**config.mk**
```make
export PLATFORM = sky130hd
export DESIGN_NAME = tile_fill_dma
export DESIGN_NICKNAME = d
export VERILOG_FILES = /design/src/rtl/tile_fill_dma.sv
export SDC_FILE = /design/constraint.sdc
export NUM_CORES = 1
export LEC_CHECK = 0
export CELL_PAD_IN_SITES_DETAIL_PLACEMENT = 1
export CELL_PAD_IN_SITES_GLOBAL_PLACEMENT = 2
export CORE_MARGIN = 4
export CORE_UTILIZATION = 27
export CTS_BUF_LIST = sky130_fd_sc_hd__clkbuf_4
export DETAILED_ROUTE_END_ITERATION = 7
export PLACE_DENSITY = 0.76
export REMOVE_ABC_BUFFERS = 1
export SLEW_MARGIN = 20
export SYNTH_ARGS = -nofsm -noshare
export SYNTH_HDL_FRONTEND = slang
export SYNTH_SLANG_ARGS = --single-unit
```
**constraint.sdc**
```tcl
create_clock -name clk -period 2 [get_ports clk]
set_clock_uncertainty 0.15 [all_clocks]
set_input_delay 0.6 -clock clk [delete_from_list [all_inputs] [get_ports clk]]
set_output_delay 0.6 -clock clk [all_outputs]
set_load 0.03 [all_outputs]
```
**src/rtl/tile_fill_dma.sv**
```systemverilog
// tile_fill_dma: fill engine for the tile map RAM write port.
// Writes a run of entries with a constant or incrementing tile index and
// shares the RAM write port with CPU writes, which always take priority.
module tile_fill_dma #(
   parameter int ADDR_W = 12,
   parameter int DATA_W = 6,
   parameter int LEN_W  = 13
) (
   input  logic              clk,
   input  logic              reset,
   input  logic              cfg_wen,
   input  logic [1:0]        cfg_sel,
   input  logic [31:0]       cfg_wdata,
   input  logic              vblank,
   input  logic              cpu_wen,
   input  logic [ADDR_W-1:0] cpu_waddr,
   input  logic [DATA_W-1:0] cpu_wdata,
   output logic              mem_wen,
   output logic [ADDR_W-1:0] mem_waddr,
   output logic [DATA_W-1:0] mem_wdata,
   output logic              busy,
   output logic              done,
   output logic [LEN_W-1:0]  remaining
);

   typedef enum logic [1:0] {
      S_IDLE    = 2'd0,
      S_WAIT_VB = 2'd1,
      S_RUN     = 2'd2,
      S_DONE    = 2'd3
   } state_t;

   // Longest legal run: one pass over the whole RAM.
   localparam logic [LEN_W-1:0] LEN_MAX = LEN_W'(1) << ADDR_W;

   // Shadow (programmed) registers
   logic [ADDR_W-1:0] dst_q, dst_d;
   logic [LEN_W-1:0]  len_q, len_d;
   logic [DATA_W-1:0] val_q, val_d;
   logic              inc_q, inc_d;

   // Working counters of the fill in flight
   state_t            state_q, state_d;
   logic [ADDR_W-1:0] addr_q, addr_d;
   logic [DATA_W-1:0] value_q, value_d;
   logic              winc_q, winc_d;
   logic [LEN_W-1:0]  rem_q, rem_d;
   logic              vb_prev_q;

   logic              start_s;
   logic              wait_vb_s;
   logic              abort_s;
   logic [LEN_W-1:0]  len_in_s;
   logic              unused_cfg_bits;

   assign unused_cfg_bits = ^cfg_wdata[31:LEN_W];

   // Config register decode: shadow updates and self-clearing CTRL strobes.
   always_comb begin
      dst_d     = dst_q;
      len_d     = len_q;
      val_d     = val_q;
      inc_d     = inc_q;
      start_s   = 1'b0;
      wait_vb_s = 1'b0;
      abort_s   = 1'b0;
      len_in_s  = cfg_wdata[LEN_W-1:0];
      if (cfg_wen) begin
         case (cfg_sel)
            2'd0: dst_d = cfg_wdata[ADDR_W-1:0];
            2'd1: len_d = (len_in_s > LEN_MAX) ? LEN_MAX : len_in_s;
            2'd2: begin
               val_d = cfg_wdata[DATA_W-1:0];
               inc_d = cfg_wdata[8];
            end
            2'd3: begin
               start_s   = cfg_wdata[0];
               wait_vb_s = cfg_wdata[1];
               abort_s   = cfg_wdata[2];
            end
            default: dst_d = dst_q;
         endcase
      end else begin
         start_s = 1'b0;
      end
   end

   // Fill FSM: next state and working-counter updates; ABORT overrides all.
   always_comb begin
      state_d = state_q;
      addr_d  = addr_q;
      value_d = value_q;
      winc_d  = winc_q;
      rem_d   = rem_q;
      if (abort_s) begin
         state_d = S_IDLE;
         rem_d   = {LEN_W{1'b0}};
      end else begin
         case (state_q)
            S_IDLE: begin
               if (start_s) begin
                  addr_d  = dst_q;
                  value_d = val_q;
                  winc_d  = inc_q;
                  rem_d   = len_q;
                  if (len_q == {LEN_W{1'b0}}) begin
                     state_d = S_DONE;
                  end else if (wait_vb_s) begin
                     state_d = S_WAIT_VB;
                  end else begin
                     state_d = S_RUN;
                  end
               end else begin
                  state_d = S_IDLE;
               end
            end
            S_WAIT_VB: begin
               // Only a fresh rising edge releases the fill.
               if (vblank && !vb_prev_q) begin
                  state_d = S_RUN;
               end else begin
                  state_d = S_WAIT_VB;
               end
            end
            S_RUN: begin
               // A CPU write owns the port this cycle; the fill simply holds.
               if (!cpu_wen) begin
                  addr_d  = addr_q + ADDR_W'(1);
                  value_d = value_q + {{(DATA_W-1){1'b0}}, winc_q};
                  rem_d   = rem_q - LEN_W'(1);
                  if (rem_q == LEN_W'(1)) begin
                     state_d = S_DONE;
                  end else begin
                     state_d = S_RUN;
                  end
               end else begin
                  state_d = S_RUN;
               end
            end
            S_DONE:  state_d = S_IDLE;
            default: state_d = S_IDLE;
         endcase
      end
   end

   // Write port mux: CPU first, then the fill engine while running.
   always_comb begin
      mem_wen   = 1'b0;
      mem_waddr = {ADDR_W{1'b0}};
      mem_wdata = {DATA_W{1'b0}};
      if (cpu_wen) begin
         mem_wen   = 1'b1;
         mem_waddr = cpu_waddr;
         mem_wdata = cpu_wdata;
      end else if (state_q == S_RUN) begin
         mem_wen   = 1'b1;
         mem_waddr = addr_q;
         mem_wdata = value_q;
      end else begin
         mem_wen   = 1'b0;
      end
   end

   // State and register update with synchronous reset.
   always_ff @(posedge clk) begin
      if (reset) begin
         dst_q     <= {ADDR_W{1'b0}};
         len_q     <= {LEN_W{1'b0}};
         val_q     <= {DATA_W{1'b0}};
         inc_q     <= 1'b0;
         state_q   <= S_IDLE;
         addr_q    <= {ADDR_W{1'b0}};
         value_q   <= {DATA_W{1'b0}};
         winc_q    <= 1'b0;
         rem_q     <= {LEN_W{1'b0}};
         vb_prev_q <= 1'b0;
      end else begin
         dst_q     <= dst_d;
         len_q     <= len_d;
         val_q     <= val_d;
         inc_q     <= inc_d;
         state_q   <= state_d;
         addr_q    <= addr_d;
         value_q   <= value_d;
         winc_q    <= winc_d;
         rem_q     <= rem_d;
         vb_prev_q <= vblank;
      end
   end

   assign busy      = (state_q != S_IDLE);
   assign done      = (state_q == S_DONE);
   assign remaining = rem_q;

endmodule

```
==> flow_summary.ini <==
[setup_path]
required_ns = 1.25
end_kind = output pin
r2r_slack_ns = 0
slowest_delay_ns = 0.36
crit_type = reg2out
crit_fanout = 6
worstPathCellList = nor3b_4 -> buf_12 -> buf_16 -> a22o_1 -> buf_6
r2r-start = state_q[1]
cp_slowest_cell = dfxtp_2
r2r_cells = 9
cp.arrival_ns = 1.59
start_kind = flip-flop
r2r_end = addr_q[10]

[die]
die-width_um = 123
io_pins = 91
die_h_um = 123
core.rowCount = 41
fp.dieArea_um2 = 15100
start_util_pct = 27.8
coreArea_um2 = 12800

[job]
drv_cap = 0

[synth]
yosys-top-cells-area = dfxtp_1 (38%), a22o_1 (6.2%), mux2i_1 (5.9%)
yosys.area.top_type = dfxtp_1
synth.yosys.warnings = 0
synth_top_area_share_pct = 37.7
yosysSeqAreaShare_pct = 37.7
syn-cell-area_um2 = 3560
async_flop_share_pct = 0
synth.distinct_cells = 54
synth_flop_cell = dfxtp_1
ys_seq_elements = 67
synth_edf_count = 0
syn_inst = 413
avgSynthCellArea_um2 = 8.61

[detailed_routing]
drt_iter0_markers = 260
drc_errors = 0
vias_per_cell = 5.33
dr.pass1.iters = 4
wirelength_mm = 14.0
via_count = 3856
wire_per_inst_um = 19.3
ant_nets = 0

[power]
design_power_total_mw = 2.99
power.density_nw_per_um2 = 551
peakVddDrop_uv = 207
leakagePower_nw = 2.14

[grt]
gr-usage-met3_pct = 3.46
grt_max_degree = 47
grt_busiest_layer = met2
overflow = 0
use_met1_pct = 24.8
grt_pass1_wl_mm = 21.8
grt_use_total_pct = 18.7
grt_pass1_vias = 3956
grt_use_met2_pct = 30.3
antenna_found_initial = 0

[hold_path]
hold_depth = 2
hp-class = reg2reg
min_from = len_q[0]
hold_end = remaining[0]

[timing]
fmax_ghz = 0.428
worstMarginPinSlew_ns = 0.424
hold_viol = 0
setup_slack_ns = -0.339
relSlewSlack_pct = 71.4
slew_viol_final = 0
rsz0062_at_grt = true
period_needed_ns = 2.34
post-route-period-util_pct = 117
fin_hold_ws_ns = 0.341
setup_viol = 21

[run_status]
violations = negative setup slack
outcome = finished with violations

[clocking]
root_buffer = clkbuf_4
clkLatencyLatePin_ns = 0.42
cts_tree = done
cts_made_buffers = 9
cts_max_level = 3
cts.sinks = 67
cts_buffer_depth = 2
clk_pin_slew_ns = 0.11
holdBufCountCts = 0

[placed_design]
io_buffers = 71
dp_hpwl_mm = 10.0
placedCellCount = 696
place.gp.congestion = 0.798

[cells_and_area]
drive_gt1_share_pct = 29.7
finalCoreUtilization_pct = 42.5
area_growth_pct = 52.6
final_cells = 724
layout.nets = 610
diodes = 0
Yosys cell counts (all sizes together), types with 10 or more instances:
cell type and instances:
nand2 34, o21ai 16, a22o 25, a31oi 10, buf 14, clkbuf 16, nor3b 10, nand3 11
nor2 42, a21oi 34, dfxtp 67, mux2i 21
layout by cell type (no fill, tap or decap), types with 4 or more instances in the layout:
cell and n:
nor3_1 6, o31ai_1 5, buf_6 26, mux2i_1 21, clkbuf_4 11, nor4_1 5
a21oi_1 33, a31oi_1 10, nor3b_1 8, clkdlybuf4s15_2 4, nand2_1 31, dlygate4sd2_1 6
a211oi_2 4, clkdlybuf4s50_1 32, o21ai_0 12, buf_12 10, dlymetal6s2s_1 4, a22o_1 25
nand4_1 8, buf_4 65, dfxtp_1 61, ha_1 5, a32oi_1 5, nand3b_1 4
o32ai_1 4, a211oi_1 4, nand3_1 11, a311oi_1 4, nor2_1 40, dfxtp_2 5
nor4_2 4, o31a_1 5, and3_1 4, inv_1 5
worst max path at each step:
stage	from	to	slack, ns	cells past startpoint
CTS	state_q[1]	mem_waddr[0]	-0.35	5
global placement	cpu_wen	remaining[11]	-0.62	7
finish	state_q[1]	mem_waddr[2]	-0.34	5
floorplan	cfg_sel[1]	dst_q[0]	-0.52	3
global route	state_q[1]	mem_wdata[0]	-0.42	5
detailed placement	cpu_wen	remaining[11]	-0.65	7
kinds of logic (layout without fill, tap and decap cells):
| kind of cell | after synthesis | count (layout) | share of synthesized area [%] |
|---|---|---|---|
| mux | 23 | 23 | 6.54 |
| buf+inv | 36 | 175 | 4.86 |
| simple gates | 148 | 148 | 22.2 |
| flops | 67 | 67 | 37.7 |
| compound gates | 134 | 134 | 26.9 |
| fa+ha+maj | 5 | 5 | 1.76 |
registers in the layout (all words and copies together) (netlist names), 2 cells and up:
name       count
len_q         13
remaining     13
addr_q        12
dst_q         12
val_q          6
value_q        6
state_q        2
stage by stage:
stage	setup slack (ns)	cell area, um2	TNS (ns)
floorplan	-0.520	3410	-14.85
global placement	-0.619	4910	-34.32
detailed placement	-0.651	4910	-37.61
CTS	-0.351	5270	-6.30
global route	-0.420	5430	-7.81
finish	-0.339	5430	-6.02
power by group:
part / internal (mW) / total [mW] / switching, mW
registers: 1.37 / 1.41 / 0.0344
logic: 0.353 / 0.717 / 0.364
clock network: 0.394 / 0.869 / 0.475
repair_timing:
| action | 4_1_cts | 5_1_grt |
|---|---|---|
| cloned | 2 | 0 |
| setup buffers | 9 | 4 |
| pin swaps | 7 | 12 |
| hold endpoints to repair | 0 | 0 |
| gates resized for setup | 64 | 44 |
| setup endpoints to repair | 64 | 64 |
critical path: cells and delay by family (launching register included):
kind	cells	cell delay [ns]
buffers and inverters	3	0.41
DFF	1	0.36
and+or+nand+nor	1	0.24
AOI/OAI and AO/OA	1	0.15
metal layers:
metal	wire length (um)	vias to the layer above
li1	-	1842
met4	176	0
met5	0	-
met1	6600	1909
met3	535	17
met2	6690	88
final cells by class:
type	instances	area, um2
multi-input cells	310	2170
repair buffers	154	1540
well taps	172	215
fillers	1446	7350
flip-flops and latches	67	1350
clock buffers	11	82.6
inverters	6	25.0
clock inverters	4	42.5
Power figures use the tool's default switching activity.
